==> src/rtl/uart_rdata_sender_pkg.sv <==
// Shared definitions for the monitor dump line sender: FSM states,
// line-terminator/separator characters and line lengths.
package uart_rdata_sender_pkg;

  typedef enum logic [2:0] {
    S_IDLE = 3'd0,
    S_HEX0 = 3'd1,
    S_SEP  = 3'd2,
    S_HEX1 = 3'd3,
    S_CR   = 3'd4,
    S_LF   = 3'd5,
    S_DONE = 3'd6
  } state_e;

  localparam logic [7:0] CHAR_CR    = 8'h0d;
  localparam logic [7:0] CHAR_LF    = 8'h0a;
  localparam logic [7:0] CHAR_SPACE = 8'h20;

  localparam int LINE_LEN_FULL = 19;
  localparam int LINE_LEN_PC   = 10;

  localparam logic [3:0] LAST_NIB = 4'd7;

endpackage

==> src/rtl/uart_rdata_sender_if.sv <==
// Byte stream handshake between the dump sender and the UART transmitter.
interface uart_rdata_sender_if;
  logic       tx_valid;
  logic [7:0] tx_data;
  logic       tx_ready;

  modport master (output tx_valid, output tx_data, input tx_ready);
  modport slave  (input tx_valid, input tx_data, output tx_ready);
endinterface

==> src/rtl/uart_rdata_sender_hex_char.sv <==
// Combinational nibble to ASCII hex digit, upper or lower case letters.
module uart_rdata_sender_hex_char #(
  parameter bit UPPER_HEX = 1'b1
) (
  input  logic [3:0] nibble_i,
  output logic [7:0] char_o
);

  // Letter base is offset by 10 so the nibble can be added directly.
  always_comb begin
    if (nibble_i < 4'd10) char_o = 8'h30 + {4'h0, nibble_i};
    else                  char_o = (UPPER_HEX ? 8'h37 : 8'h57) + {4'h0, nibble_i};
  end

endmodule

==> src/rtl/uart_rdata_sender.sv <==
// Streams a captured 64-bit dump word to the UART as an ASCII hex line
// ending in CR LF, then pulses flushing_wq to advance the dump sequencer.
module uart_rdata_sender import uart_rdata_sender_pkg::*; #(
  parameter bit         UPPER_HEX = 1'b1,
  parameter logic [7:0] SEP_CHAR  = CHAR_SPACE,
  parameter logic [7:0] CR_CHAR   = CHAR_CR,
  parameter logic [7:0] LF_CHAR   = CHAR_LF
) (
  input  logic                       clk,
  input  logic                       rst_n,
  input  logic                       rdata_snd_start,
  input  logic [63:0]                rdata_snd,
  input  logic                       pc_print_sel,
  input  logic                       snd_abort,
  uart_rdata_sender_if.master        tx,
  output logic                       flushing_wq,
  output logic                       snd_busy
);

  state_e      state_q, state_d;
  logic [3:0]  cnt_q, cnt_d;
  logic [63:0] shad_data_q, shad_data_d;
  logic        shad_pc_q, shad_pc_d;
  logic        tx_valid_q, tx_valid_d;
  logic [7:0]  tx_data_q, tx_data_d;
  logic        flush_q, flush_d;
  logic        busy_q, busy_d;

  logic        xfer;
  logic [31:0] word_d;
  logic [3:0]  nibble_d;
  logic [7:0]  hex_ch;

  always_comb begin
    state_d     = state_q;
    cnt_d       = cnt_q;
    shad_data_d = shad_data_q;
    shad_pc_d   = shad_pc_q;
    xfer        = tx_valid_q & tx.tx_ready;

    case (state_q)
      S_IDLE: begin
        if (rdata_snd_start && !snd_abort) begin
          shad_data_d = rdata_snd;
          shad_pc_d   = pc_print_sel;
          state_d     = S_HEX0;
          cnt_d       = 4'd0;
        end
      end
      S_HEX0: begin
        if (xfer) begin
          if (cnt_q == LAST_NIB) begin
            state_d = shad_pc_q ? S_CR : S_SEP;
            cnt_d   = 4'd0;
          end else begin
            cnt_d = cnt_q + 4'd1;
          end
        end
      end
      S_SEP: begin
        if (xfer) begin
          state_d = S_HEX1;
          cnt_d   = 4'd0;
        end
      end
      S_HEX1: begin
        if (xfer) begin
          if (cnt_q == LAST_NIB) begin
            state_d = S_CR;
            cnt_d   = 4'd0;
          end else begin
            cnt_d = cnt_q + 4'd1;
          end
        end
      end
      S_CR:    if (xfer) state_d = S_LF;
      S_LF:    if (xfer) state_d = S_DONE;
      S_DONE:  state_d = S_IDLE;
      default: state_d = S_IDLE;
    endcase

    if (snd_abort && state_q != S_IDLE) begin
      state_d = S_IDLE;
      cnt_d   = 4'd0;
    end
  end

  // Outputs are registered, so the next character is formed from next-state values.
  assign word_d   = (state_d == S_HEX1) ? shad_data_d[63:32] : shad_data_d[31:0];
  assign nibble_d = word_d[{~cnt_d[2:0], 2'b00} +: 4];

  uart_rdata_sender_hex_char #(
    .UPPER_HEX (UPPER_HEX)
  ) u_hex_char (
    .nibble_i (nibble_d),
    .char_o   (hex_ch)
  );

  always_comb begin
    case (state_d)
      S_HEX0, S_HEX1: tx_data_d = hex_ch;
      S_SEP:          tx_data_d = SEP_CHAR;
      S_CR:           tx_data_d = CR_CHAR;
      S_LF:           tx_data_d = LF_CHAR;
      default:        tx_data_d = 8'h00;
    endcase
    tx_valid_d = (state_d inside {S_HEX0, S_SEP, S_HEX1, S_CR, S_LF});
    flush_d    = (state_d == S_DONE);
    busy_d     = (state_d != S_IDLE);
  end

  always_ff @(posedge clk) begin
    if (!rst_n) begin
      state_q     <= S_IDLE;
      cnt_q       <= 4'd0;
      shad_data_q <= 64'd0;
      shad_pc_q   <= 1'b0;
      tx_valid_q  <= 1'b0;
      tx_data_q   <= 8'h00;
      flush_q     <= 1'b0;
      busy_q      <= 1'b0;
    end else begin
      state_q     <= state_d;
      cnt_q       <= cnt_d;
      shad_data_q <= shad_data_d;
      shad_pc_q   <= shad_pc_d;
      tx_valid_q  <= tx_valid_d;
      tx_data_q   <= tx_data_d;
      flush_q     <= flush_d;
      busy_q      <= busy_d;
    end
  end

  assign tx.tx_valid = tx_valid_q;
  assign tx.tx_data  = tx_data_q;
  assign flushing_wq = flush_q;
  assign snd_busy    = busy_q;

endmodule

==> src/flat_wrapper.sv <==
// flat-port wrapper written by rule: the top's interface ports become plain ports
module uart_rdata_sender_flat import uart_rdata_sender_pkg::*;
#(
  parameter bit         UPPER_HEX = 1'b1,
  parameter logic [7:0] SEP_CHAR  = CHAR_SPACE,
  parameter logic [7:0] CR_CHAR   = CHAR_CR,
  parameter logic [7:0] LF_CHAR   = CHAR_LF
)
  (clk, rst_n, rdata_snd_start, rdata_snd, pc_print_sel, snd_abort, flushing_wq, snd_busy, tx_tx_valid, tx_tx_data, tx_tx_ready);
  uart_rdata_sender_if tx_i ();
  input  logic clk;
  input  logic rst_n;
  input  logic rdata_snd_start;
  input  logic [63:0] rdata_snd;
  input  logic pc_print_sel;
  input  logic snd_abort;
  output logic flushing_wq;
  output logic snd_busy;
  output wire logic [$bits(tx_i.tx_valid)-1:0] tx_tx_valid;
  output wire logic [$bits(tx_i.tx_data)-1:0] tx_tx_data;
  input wire logic [$bits(tx_i.tx_ready)-1:0] tx_tx_ready;
  assign tx_tx_valid = tx_i.tx_valid;
  assign tx_tx_data = tx_i.tx_data;
  assign tx_i.tx_ready = tx_tx_ready;
  uart_rdata_sender #(.UPPER_HEX(UPPER_HEX), .SEP_CHAR(SEP_CHAR), .CR_CHAR(CR_CHAR), .LF_CHAR(LF_CHAR)) u_core (.clk(clk), .rst_n(rst_n), .rdata_snd_start(rdata_snd_start), .rdata_snd(rdata_snd), .pc_print_sel(pc_print_sel), .snd_abort(snd_abort), .tx(tx_i), .flushing_wq(flushing_wq), .snd_busy(snd_busy));
endmodule
==> config.mk <==
export PLATFORM = sky130hd
export DESIGN_NAME = uart_rdata_sender_flat
export DESIGN_NICKNAME = d
export VERILOG_FILES = /design/src/rtl/uart_rdata_sender_pkg.sv /design/src/rtl/uart_rdata_sender_if.sv /design/src/rtl/uart_rdata_sender_hex_char.sv /design/src/rtl/uart_rdata_sender.sv /design/src/flat_wrapper.sv
export SDC_FILE = /design/constraint.sdc
export NUM_CORES = 1
export LEC_CHECK = 0
export BUFFER_PORTS_ARGS = -buffer_cell sky130_fd_sc_hd__buf_2
export CAP_MARGIN = 15
export CORE_UTILIZATION = 55
export DETAILED_ROUTE_END_ITERATION = 10
export PLACE_DENSITY = 0.78
export SLEW_MARGIN = 20
export SYNTH_ARGS = -nofsm -noshare
export SYNTH_HDL_FRONTEND = slang
export SYNTH_HIERARCHICAL = 1
export SYNTH_SLANG_ARGS = --single-unit
==> constraint.sdc <==
create_clock -name clk -period 4.4 [get_ports clk]
set_input_delay 0.44 -clock clk [delete_from_list [all_inputs] [get_ports clk]]
set_output_delay 0.44 -clock clk [all_outputs]
set_load 0.1 [all_outputs]
Word level (Yosys, flattened, before mapping)

Index checks and enable logic that the tools add are counted.

Bits in registers: 83
Input bits: 70
Output and inout port bits: 11
Word-level logic and storage cells: 67

Add/subtract/negate cells: 3
$lt $le $gt $ge: 1
Equal/unequal tests: 15
Shifts and indexed selects: 1
Mux-type cells: 22
Bitwise logic cells: 3
Reductions and logical operators: 13

Operators by type and width:

| operator            | number |
|---|---|
| $mux 64             | 2 |
| $mux 3              | 11 |
| $mux 32             | 1 |
| $shiftx 32x6->4     | 1 |
| $pmux 7 s4          | 1 |
| $pmux 3 s6          | 1 |
| $mux 4              | 4 |
| $eq 3x3->1 const B  | 5 |
| $add 6x4->7 const A | 2 |
| $eq 3x2->1 const B  | 4 |
| $pmux 4 s3          | 1 |
| $reduce_bool 3->1   | 3 |
| $mux 7              | 1 |
| $eq 3x1->1 const B  | 2 |
| $ne 2x1->1 const B  | 3 |
| $reduce_or 2->1     | 3 |
| $reduce_bool 5->1   | 1 |
| $add 4x1->4 const B | 1 |
| $eq 4x3->1 const B  | 1 |
| $lt 4x4->1 const B  | 1 |
| $reduce_and 4->1    | 1 |
| $logic_not 3->1     | 1 |
| $not 3->3           | 1 |
| $logic_and 1x1->1   | 2 |
| other kinds (4)     | 4 |

Depth between registers and ports, before layout

Gate-level depths: netlist (run 1).

Word-level depth: 11
Gate-level depth with buffers: 17

Modules after synthesis

The synthesis (run 1) kept the hierarchy.

Modules (own cells, without submodules):

| module                     | instances | cells an instance | area each (µm²) | seq. area each (µm²) |
|---|---|---|---|---|
| uart_rdata_sender          | 1         | 475               | 3953.8          | 1661.6 |
| uart_rdata_sender_hex_char | 1         | 16                | 105.1           | 0.0 |

Least setup slack after synthesis (run 1)

Ideal clock, no wire load.

Path type: flip-flop to flip-flop
From: reg u_core.tx_valid_q, in the netlist u_core/tx.tx_valid
To: reg u_core.tx_data_q[2], in the netlist u_core/tx.tx_data[2]
Library setup time: 0.126 ns
Arrival time: 3.610 ns
Required time: 4.274 ns
Setup slack: 0.664 ns
Cell stages (with the launch flop): 16
Period minus slack after synthesis: 3.736 ns
Cells stage by stage: dfxtp_1 -> nand3_2 -> a21o_1 -> a31o_1 -> buf_2 -> nand3_4 -> buf_6 -> buf_4 -> a311oi_1 -> o32ai_1 -> inv_1 -> ha_1 -> nand2_2 -> mux2_1 -> nand2_1 -> a21oi_1

Cells in the longest elaborated chain, start to end: 10
Elaborated cells between the ends (all ways): 26

RTL lines:

| element                                   | RTL line                         | text |
|---|---|---|
| from (decl)                               | uart_rdata_sender.sv:24          | `logic tx_valid_q, tx_valid_d;` |
| from (signal assigned)                    | uart_rdata_sender.sv:127         | `tx_valid_q <= tx_valid_d;` |
| $and 1x1->1 *                             | uart_rdata_sender.sv:39          | `xfer = tx_valid_q & tx.tx_ready;` |
| $mux 3, on equally long branches          | --                               |  |
| $pmux 3 s6                                | uart_rdata_sender.sv:41          | `case (state_q)` |
| $mux 3                                    | uart_rdata_sender.sv:82          | `if (snd_abort && state_q != S_IDLE) begin` |
| $eq 3x2->1                                | uart_rdata_sender.sv:89          | `assign word_d = (state_d == S_HEX1) ? shad_data_d[63:32] : shad_data_d[31:0];` |
| $mux 32                                   | uart_rdata_sender.sv:89          |  |
| $shiftx 32x6->4 *                         | uart_rdata_sender.sv:90          | `assign nibble_d = word_d[{~cnt_d[2:0], 2'b00} +: 4];` |
| via u_core.nibble_d[1]                    | uart_rdata_sender.sv:31          | `logic [3:0] nibble_d;` |
| $add 6x4->7, or another cell as far along | uart_rdata_sender_hex_char.sv:12 | `else char_o = (UPPER_HEX ? 8'h37 : 8'h57) + {4'h0, nibble_i};` |
| $mux 7 *                                  | uart_rdata_sender_hex_char.sv:11 | `if (nibble_i < 4'd10) char_o = 8'h30 + {4'h0, nibble_i};` |
| via u_core.hex_ch[2]                      | uart_rdata_sender.sv:32          | `logic [7:0] hex_ch;` |
| $pmux 7 s4 *                              | uart_rdata_sender.sv:100         | `case (state_d)` |
| to (signal assigned)                      | uart_rdata_sender.sv:128         | `tx_data_q <= tx_data_d;` |
| to (decl)                                 | uart_rdata_sender.sv:25          | `logic [7:0] tx_data_q, tx_data_d;` |

The timed path passes the listed nets; every way through them passes the cells marked *. The select of a mux whose other input is x is not followed.
A chain may end at the register's enable or synchronous reset.

Worst setup path in the final report (run 1)

From: reg u_core.cnt_q[0]
To: reg u_core.tx_data_q[2], in the netlist u_core/tx.tx_data[2]

Cells in the longest elaborated chain, start to end: 11
Elaborated cells between the ends (all ways): 28

RTL lines:

| element                                   | RTL line                                         | text |
|---|---|---|
| from (decl)                               | uart_rdata_sender.sv:21                          | `logic [3:0] cnt_q, cnt_d;` |
| from (signal assigned)                    | uart_rdata_sender.sv:124                         | `cnt_q <= cnt_d;` |
| $eq 4x3->1                                | uart_rdata_sender.sv:52, uart_rdata_sender.sv:68 |  |
| $mux 3, on equally long branches          | uart_rdata_sender.sv:68, uart_rdata_sender.sv:52 |  |
| $mux 3, on equally long branches          | uart_rdata_sender.sv:67, uart_rdata_sender.sv:51 |  |
| $pmux 3 s6                                | uart_rdata_sender.sv:41                          |  |
| $mux 3                                    | uart_rdata_sender.sv:82                          |  |
| $eq 3x2->1                                | uart_rdata_sender.sv:89                          |  |
| $mux 32                                   | uart_rdata_sender.sv:89                          |  |
| $shiftx 32x6->4 *                         | uart_rdata_sender.sv:90                          |  |
| via u_core.nibble_d[1]                    | uart_rdata_sender.sv:31                          |  |
| $add 6x4->7, or another cell as far along | uart_rdata_sender_hex_char.sv:12                 |  |
| $mux 7 *                                  | uart_rdata_sender_hex_char.sv:11                 |  |
| via u_core.hex_ch[2]                      | uart_rdata_sender.sv:32                          |  |
| $pmux 7 s4 *                              | uart_rdata_sender.sv:100                         |  |

Marked as above.

==> impl_metrics.yaml, run 1 <==
logic_synthesis:
  synth_warnings: 6
  synth.distinct_cells: 58
  ys_top_cells_by_area: "dfxtp_1 (41%), nand2_1 (13%), a21boi_0 (13%)"
  synthesis.nets: 563
  synthCells: 491
  synth_compound_area_share_pct: 27.1
  muxShareOfSynthArea_pct: 5.98
  ys.flop_type: "dfxtp_1"
  async_flop_share_pct: 0
  synth-edff-count: 0
  yosysMostFrequentCell: "nand2_1"
  netlist.area_leader.share_pct: 40.9
  yosys.area_share.simple_pct: 20.8
  synth_fa_ha_area_share_pct: 0.617
  synth_top_family_by_area: "compound AO/OA/AOI/OAI gates"
  syn-mean-instance-area_sq_um: 8.27
  yosys.area.top_type: "dfxtp_1"
  synth_xor_area_share_pct: 0.216
  ys_ff_latch: 83
  synthesis.area_sq_mm: 0.00406
  synth_common_cells: "nand2_1 (138), dfxtp_1 (83), a21boi_0 (68), clkbuf_1 (27), a21oi_1 (21)"
  yosysSeqAreaShare_pct: 40.9
global_routing:
  track_usage_pct: 26.4
  first_global_vias: 3372
  grt_pass1_wl_um: 15800
  grt_max_degree: 72
  grt-ovfl-total: 0
  antenna_found_initial: 0
floorplanning:
  num_rows: 30
  die-width_um: 87.9
  die_h_um: 87.9
  initial_core_util_pct: 58.5
  dieArea_sq_mm: 0.00773
  io-pin-count: 81
  core_sq_mm: 0.00694
sta:
  finalHoldViolations: 0
  maxSlewViolCount: 0
  fin_crit_ps: 3920
  grt_setup_unrepaired: "no"
  worstMarginPinSlew_ps: 999
  skew_ps: 12.2
  fmax_mhz: 255
  post-route-period-util_pct: 89.0
  final.setup.tns_ps: 0
  fin_ws_ps: 482
  slew_headroom_pct: 33.4
  finalSetupViolCount: 0
critical_path:
  critPathBufInv: 1
  worstPathCellList: "ha_1 -> nand3b_1 -> nor2_1 -> a21oi_2 -> nand3_4 -> mux2_2 -> a311oi_1 -> o32ai_1 -> inv_1 -> ha_1 -> nand2_2 -> mux2_1 -> nand2_1 -> a21oi_1"
  worstSetupPathType: "reg -> reg"
  critical_path_required_ps: 4630
  cp-start-kind: "flop"
  crit_top_cell: "ha_1"
  max_stage_delay_ps: 610
  arrival_ps: 4140
  cp_slowest_cell: "o32ai_1"
  cp-end-kind: "flop"
  crit_family: "compound AO/OA/AOI/OAI gates"
  crit_fanout: 28
clock_network:
  h-tree-depth: 3
  cts_root_buffer: "clkbuf_8"
  postCtsHoldBufs: 0
  clock_path_buffers: 2
  numCtsBuffers: 9
  clk_pin_slew_worst_paths_ps: 90
  cts_tree: "yes"
  cts_setup_buffers: 0
  post_cts_resized: 0
  cts.sinks: 83
  clock_latency_ps: 350
routing:
  ant_nets: 0
  wl_per_cell_um: 14.6
  vias_per_cell: 5.70
  first_pass_iters: 6
  routed_wl_um: 9560
  vias: 3729
  initialDrtViolationCount: 303
  route.detailed.drc: 0
power:
  power.density_mw_per_mm2: 319
  switching_power_w: 0.000415
  comb_power_share_pct: 14.0
  cell_internal_pwr_w: 0.00107
  leakage_nw: 1.79
  irDropWorstVdd_v: 0.000189
  p_clk_share_pct: 31.7
  swShare_pct: 28.0
  seq_power_share_pct: 54.3
status:
  status: "completed"
layout:
  finalNetCount: 625
  final_area_sq_mm: 0.00464
  layout.cells.non_filler: 654
  area_delta_synth_final_pct: 14.3
  antenna_cells: 0
  drive_gt1_share_pct: 22.8
placed_design:
  numPlacedInstances: 638
  post-place-ws_ps: 559
  portBuffers: 80
  place_area_sq_mm: 0.00448
  gp_congestion: 0.917
  place_hpwl_um: 6750
hold_path:
  hp-class: "in -> reg"
run:
  cap_violations: 0
stage by stage:
step                      hold slack, ps  power [W]  utilization, %
after floorplan                      437   0.000958               -
after global placement               450    0.00102            64.5
after detailed placement             456    0.00103            64.5
after CTS                            328    0.00149            66.8
after global routing                 328    0.00155            66.8
final                                327    0.00148            66.8
power by group through the flow:
stage / Clock (W) / Sequential [W] / Combinational (W)
floorplan: 0 / 0.000845 / 0.000114
global placement: 0 / 0.000820 / 0.000203
global route: 0.000509 / 0.000807 / 0.000230
detailed placement: 0 / 0.000821 / 0.000207
CTS: 0.000477 / 0.000803 / 0.000208
finish: 0.000470 / 0.000804 / 0.000207
cell type report:
type                       count  area (sq um)
fill                         615          2300
multi-input combinational    368          2230
sequential                    83          1660
timing repair buffer          88           460
clock buffer                  11           131
tap                           96           120
clock inverter                 5          30.0
inverter                       3          11.3
sequential cells by signal, indices dropped and copies added (netlist names):
register            cells
u_core/shad_pc_q        1
u_core/tx.tx_data       8
u_core/shad_data_q     64
u_core/cnt_q            4
u_core/state_q          3
u_core/tx.tx_valid      1
u_core/snd_busy         1
u_core/flushing_wq      1
cell usage in the layout (no fill, tap or decap), drive strengths merged, types with 3 or more instances in the layout:
| cell | n |
|---|---|
| a21boi | 68 |
| a21o | 3 |
| a21oi | 22 |
| a311oi | 13 |
| and2 | 8 |
| buf | 88 |
| clkbuf | 11 |
| clkinv | 3 |
| dfxtp | 83 |
| inv | 3 |
| mux2 | 17 |
| mux2i | 4 |
| nand2 | 139 |
| nand3 | 5 |
| nand4 | 8 |
| nor2 | 18 |
| o21a | 3 |
| o21ai | 11 |
| o221ai | 4 |
| o31ai | 8 |
| o32ai | 4 |
layer usage:
layer / GRT usage, % / up-vias / routed length (um)
met5: 0 / - / 0
met4: 11.3 / 0 / 231
met2: 41.6 / 148 / 4330
met1: 36.0 / 1707 / 4440
li1: - / 1849 / -
met3: 3.96 / 25 / 555
cells by family after synthesis:
| family | Yosys count |
|---|---|
| simple gates | 192 |
| compound gates | 151 |
| flops | 83 |
| buf+inv | 40 |
| mux | 21 |
| fa+ha+maj | 2 |
| other cells | 1 |
| xor+xnor | 1 |
final timing paths:
kind                                       startpoint                     end  slack, ps  cells past startpoint
worst max-delay path                  u_core/cnt_q[0]    u_core/tx.tx_data[2]        480                     14
worst min-delay path                    rdata_snd[22]  u_core/shad_data_q[22]        330                      3
worst max register to register        u_core/cnt_q[0]    u_core/tx.tx_data[2]        480                     14
worst min register to register  u_core/shad_data_q[2]   u_core/shad_data_q[2]        470                      2
tightest hold or removal path, cell delays in order:
cell and delay, ps:
buf_2 90, nand2_1 40, a21boi_0 60
No activity file was read; power rests on OpenSTA's default activity.
==> run 2, diff against run 1 <==
- clock period: 4.4 -> 3.8 ns (I/O delays scaled with it)
==> impl_metrics.yaml, run 2 (synthesis results as in run 1) <==
layout:
  final_util_pct: 68.5
  regMostFlops: "u_core/shad_data_q"
  antenna_cells: 0
  finalNetCount: 628
  area_delta_synth_final_pct: 17.2
  drive_gt1_share_pct: 23.8
  final_cell_mix: "nand2_1 (138), dfxtp_1 (82), buf_2 (80)"
  largest_reg_flops: 64
  layout_commonest_cell: "nand2_1"
  final_area_sq_mm: 0.00476
global_routing:
  antenna_found_initial: 0
  grt_max_degree: 72
  first_global_vias: 3413
  grt_pass1_wl_um: 16000
  grt-ovfl-total: 0
  track_usage_pct: 26.8
routing:
  initialDrtViolationCount: 230
  vias_per_cell: 5.73
  wl_per_cell_um: 15.1
  vias: 3760
  routed_wl_um: 9930
  ant_nets: 0
  route.detailed.drc: 0
  first_pass_iters: 5
floorplanning:
  num_rows: 30
  core_sq_mm: 0.00694
  die_h_um: 87.9
  io-pin-count: 81
  initial_core_util_pct: 58.5
  die-width_um: 87.9
  dieArea_sq_mm: 0.00773
power:
  comb_power_share_pct: 13.2
  seq_power_share_pct: 50.1
  swShare_pct: 25.3
  switching_power_w: 0.000470
  leakage_nw: 1.84
  cell_internal_pwr_w: 0.00139
  power.density_mw_per_mm2: 391
  irDropWorstVdd_v: 0.000226
  p_clk_share_pct: 36.6
clock_network:
  numCtsBuffers: 9
  cts_tree: "yes"
  clk_pin_slew_worst_paths_ps: 80
  cts_root_buffer: "clkbuf_8"
  h-tree-depth: 3
  clock_path_buffers: 2
  clock_latency_ps: 350
  cts.sinks: 83
placed_design:
  portBuffers: 80
  gp_congestion: 0.863
  place_area_sq_mm: 0.00451
  place_hpwl_um: 6920
critical_path:
  cp-end-kind: "flop"
  arrival_ps: 3810
  worstPathCellList: "ha_1 -> nand3b_1 -> a21o_1 -> a31o_1 -> nand3_4 -> mux2_2 -> a311oi_1 -> o32ai_2 -> inv_1 -> ha_1 -> nand2_2 -> mux2_1 -> nand2_1 -> a21oi_1"
  worstSetupPathType: "reg -> reg"
  cp_slowest_cell: "dfxtp_1"
  cp-start-kind: "flop"
  crit_fanout: 14
  crit_top_cell: "ha_1"
  max_stage_delay_ps: 380
  critical_path_required_ps: 4040
sta:
  fin_crit_ps: 3580
  fmax_mhz: 280
  post-route-period-util_pct: 94.1
  maxSlewViolCount: 0
  grt_setup_unrepaired: "no"
  skew_ps: 13.4
  worstMarginPinSlew_ps: 615
  finalSetupViolCount: 0
  finalHoldViolations: 0
  final.setup.tns_ps: 0
  slew_headroom_pct: 59.0
  hold_ws_ps: 269
run:
  cap_violations: 0
status:
  status: "completed"
hold_path:
  hp-class: "in -> reg"
==> run 2: cell types whose count changed in the layout (fill, tap and decap cells not counted), sizes merged <==
| cell | previous run | this run |
|---|---|---|
| clkinvlp | 2 | 0 |
| clkbuf | 11 | 13 |
| buf | 88 | 90 |
| clkinv | 3 | 0 |
| bufinv | 0 | 2 |
| nand3 | 5 | 6 |
==> run 2: timing repair <==
item                       CTS  global route
hold endpoints to repair     0             0
resized for setup            0             5
buffers inserted             0             0
hold buffers                 0             0
setup endpoints to repair    0             7
==> run 2: metrics by stage <==
| step | total power [W] | cells | setup WS (ps) |
|---|---|---|---|
| global placement | 0.00119 | 640 | 240 |
| finish | 0.00186 | 656 | 225 |
| detailed placement | 0.00119 | 640 | 111 |
| global route | 0.00193 | 656 | 93.8 |
| CTS | 0.00186 | 655 | 104 |
| floorplan | 0.00111 | 491 | 64.0 |
==> run 2: power groups by stage <==
| stage | logic [W] | registers [W] | clock network, W |
|---|---|---|---|
| 2_1_floorplan | 0.000132 | 0.000978 | 0 |
| 3_3_place_gp | 0.000236 | 0.000950 | 0 |
| 3_5_place_dp | 0.000240 | 0.000951 | 0 |
| 4_1_cts | 0.000242 | 0.000931 | 0.000687 |
| 5_1_grt | 0.000270 | 0.000936 | 0.000724 |
| 6_report | 0.000246 | 0.000932 | 0.000681 |
==> run 2: worst paths after layout <==
| check | from | to | slack (ps) | cells past startpoint |
|---|---|---|---|---|
| max reg2reg | u_core/cnt_q[1] | u_core/tx.tx_data[2] | 220 | 14 |
| min | rdata_snd[11] | u_core/shad_data_q[11] | 270 | 3 |
| max | u_core/cnt_q[1] | u_core/tx.tx_data[2] | 220 | 14 |
| min reg2reg | u_core/shad_data_q[33] | u_core/shad_data_q[33] | 470 | 2 |
==> run 2: layout make-up <==
class,instances,area [sq um]
timing repair buffer,90,488
clock buffer,13,149
inverter,3,11.3
fill,593,2190
multi-input combinational,369,2270
clock inverter,2,60.1
tap,96,120
sequential,83,1660
==> run 2: worst max-delay path, delay by kind of cell, from the launching register on <==
family                   cells  cell delay [ps]
flip-flops                   1              380
adder cells (fa/ha/maj)      2              450
multiplexers                 2              700
AND/OR/NAND/NOR              4              610
AO/OA/AOI/OAI                5             1230
buffers and inverters        1              100
==> run 2: metal layers <==
layer / up-vias / wire [um] / track usage, %
li1: 1858 / - / -
met1: 1750 / 4420 / 34.9
met2: 130 / 4690 / 44.0
met3: 22 / 643 / 4.90
met4: 0 / 174 / 10.3
met5: - / 0 / 0
==> run 3, diff against run 2 <==
- CORE_UTILIZATION: 55 -> 53
- PLACE_DENSITY: 0.78 -> 0.75
==> impl_metrics.yaml, run 3 (synthesis results as in run 1) <==
clock_network:
  clk_pin_slew_worst_paths_ps: 80
  cts.sinks: 83
  cts_root_buffer: "clkbuf_8"
  cts_tree: "yes"
  clock_path_buffers: 2
  h-tree-depth: 3
  clock_latency_ps: 350
  numCtsBuffers: 9
critical_path:
  rr_startpoint: "u_core/cnt_q[0]"
  cp-start-kind: "flop"
  crit_top_cell: "ha_1"
  reg2reg_depth: 15
  rrSetupSlack_ps: 280
  crit_family: "compound AO/OA/AOI/OAI gates"
  critPathBufInv: 2
  r2r-end: "u_core/tx.tx_data[2]"
  worstSetupPathType: "reg -> reg"
  worstPathCellList: "ha_1 -> nand3b_1 -> o211a_1 -> o21a_2 -> nand3_4 -> buf_4 -> mux2_2 -> o221ai_1 -> o32ai_2 -> inv_1 -> ha_1 -> nand2_2 -> mux2_1 -> nand2_1 -> a21oi_1"
  critical_path_required_ps: 4040
  cp_slowest_cell: "dfxtp_1"
  crit_fanout: 14
  endpoint: "u_core/tx.tx_data[2]"
  crit_path_start: "u_core/cnt_q[0]"
  arrival_ps: 3760
  cp-end-kind: "flop"
  crit_cells: 15
  max_stage_delay_ps: 380
placed_design:
  numPlacedInstances: 648
  portBuffers: 80
  gp_congestion: 0.890
  place_hpwl_um: 7030
power:
  irDropWorstVdd_v: 0.000197
  power.density_mw_per_mm2: 379
  leakage_nw: 1.86
routing:
  vias_per_cell: 5.56
  routed_wl_um: 9920
  first_pass_iters: 5
  wl_per_cell_um: 14.9
  initialDrtViolationCount: 228
  vias: 3689
  route.detailed.drc: 0
  ant_nets: 0
layout:
  drive_gt1_share_pct: 23.7
  largest_reg_flops: 64
  layout_commonest_cell: "nand2_1"
  antenna_cells: 0
  regMostFlops: "u_core/shad_data_q"
  area_delta_synth_final_pct: 17.4
  finalNetCount: 632
  fillers: 642
  layout.cells.non_filler: 664
  final_cell_mix: "nand2_1 (138), dfxtp_1 (83), buf_2 (80)"
run:
  cap_violations: 0
global_routing:
  grt-ovfl-total: 0
  grt_pass1_wl_um: 16200
  use_met2_pct: 44.3
  antenna_found_initial: 0
  grtUsageMet1_pct: 35.3
  globalRouteMet3Util_pct: 5.36
  grt.busiest_layer: "met2"
  track_usage_pct: 26.8
  grt_max_degree: 72
  first_global_vias: 3427
floorplanning:
  dieArea_sq_mm: 0.00801
  io-pin-count: 81
  num_rows: 31
  die-width_um: 89.5
  core_sq_mm: 0.00733
  die_h_um: 89.5
  initial_core_util_pct: 55.4
sta:
  finalHoldViolations: 0
  fmax_mhz: 284
  slew_headroom_pct: 60.7
  grt_setup_unrepaired: "no"
  skew_ps: 14.5
  hold_ws_ps: 270
  post-route-period-util_pct: 92.7
  final.setup.tns_ps: 0
  finalSetupViolCount: 0
  worstMarginPinSlew_ps: 590
  maxSlewViolCount: 0
  fin_crit_ps: 3520
status:
  status: "completed"
hold_path:
  whs_path_depth: 3
  hp-class: "in -> reg"
-- run 3: changes by cell type in the layout (fill, tap and decap cells not counted) --
cell,before,now
o32ai_2,4,2
dfxtp_1,82,83
buf_12,1,2
o32ai_1,0,2
clkbuf_1,3,4
bufinv_16,2,1
dfxtp_2,1,0
clkinv_2,0,1
nand3_2,2,1
buf_4,9,13
-- run 3: worst min-delay path by stage --
stage                                 startpoint                      to  slack, ps
after floorplan           u_core/shad_data_q[16]  u_core/shad_data_q[16]        440
after global placement    u_core/shad_data_q[15]  u_core/shad_data_q[15]        450
after detailed placement  u_core/shad_data_q[12]  u_core/shad_data_q[12]        460
after CTS                          rdata_snd[56]  u_core/shad_data_q[56]        260
after global routing               rdata_snd[42]  u_core/shad_data_q[42]        260
final                              rdata_snd[21]  u_core/shad_data_q[21]        270
-- run 3: metrics by stage --
stage          utilization [%]  instance area, sq um  total power [W]  setup slack (ps)
6_report                  65.0                  4760          0.00180               279
5_1_grt                   65.0                  4760          0.00189              20.7
4_1_cts                   64.8                  4750          0.00181               202
3_5_place_dp              62.2                  4560          0.00120               217
3_3_place_gp              62.2                  4560          0.00119               445
2_1_floorplan                -                  4060          0.00111              64.0
-- run 3: final cells by class --
| class | count | area (sq um) | area share [%] |
|---|---|---|---|
| clock inverter | 2 | 35.0 | 0.735 |
| clock buffer | 14 | 153 | 3.20 |
| timing repair buffer | 95 | 538 | 11.3 |
| tap | 99 | 124 | 2.60 |
| sequential | 83 | 1660 | 34.9 |
| multi-input combinational | 368 | 2240 | 47.0 |
| inverter | 3 | 11.3 | 0.236 |
-- run 3: metal layers --
layer,vias up,share of wire (%)
met5,-,0
met4,0,1.2
li1,1869,-
met2,115,46
met1,1696,46
met3,9,6.7
-- run 3: tightest hold or removal path, delay by kind of cell --
| kind | cells | cell delay, ps |
|---|---|---|
| compound gates | 1 | 60 |
| simple gates | 1 | 40 |
| buf+inv | 1 | 90 |
-- run 3: timing repair --
item,CTS,global route
endpoints found under the setup margin,0,4
resized for setup,0,2
setup buffers,0,0
hold buffers,0,0
-- run 3: power by group --
part           leakage (nW)  internal, W  switching, W
clock network        0.0947     0.000322      0.000301
logic                  1.08    0.0000986      0.000152
registers             0.677     0.000908     0.0000228
total                  1.86      0.00133      0.000475
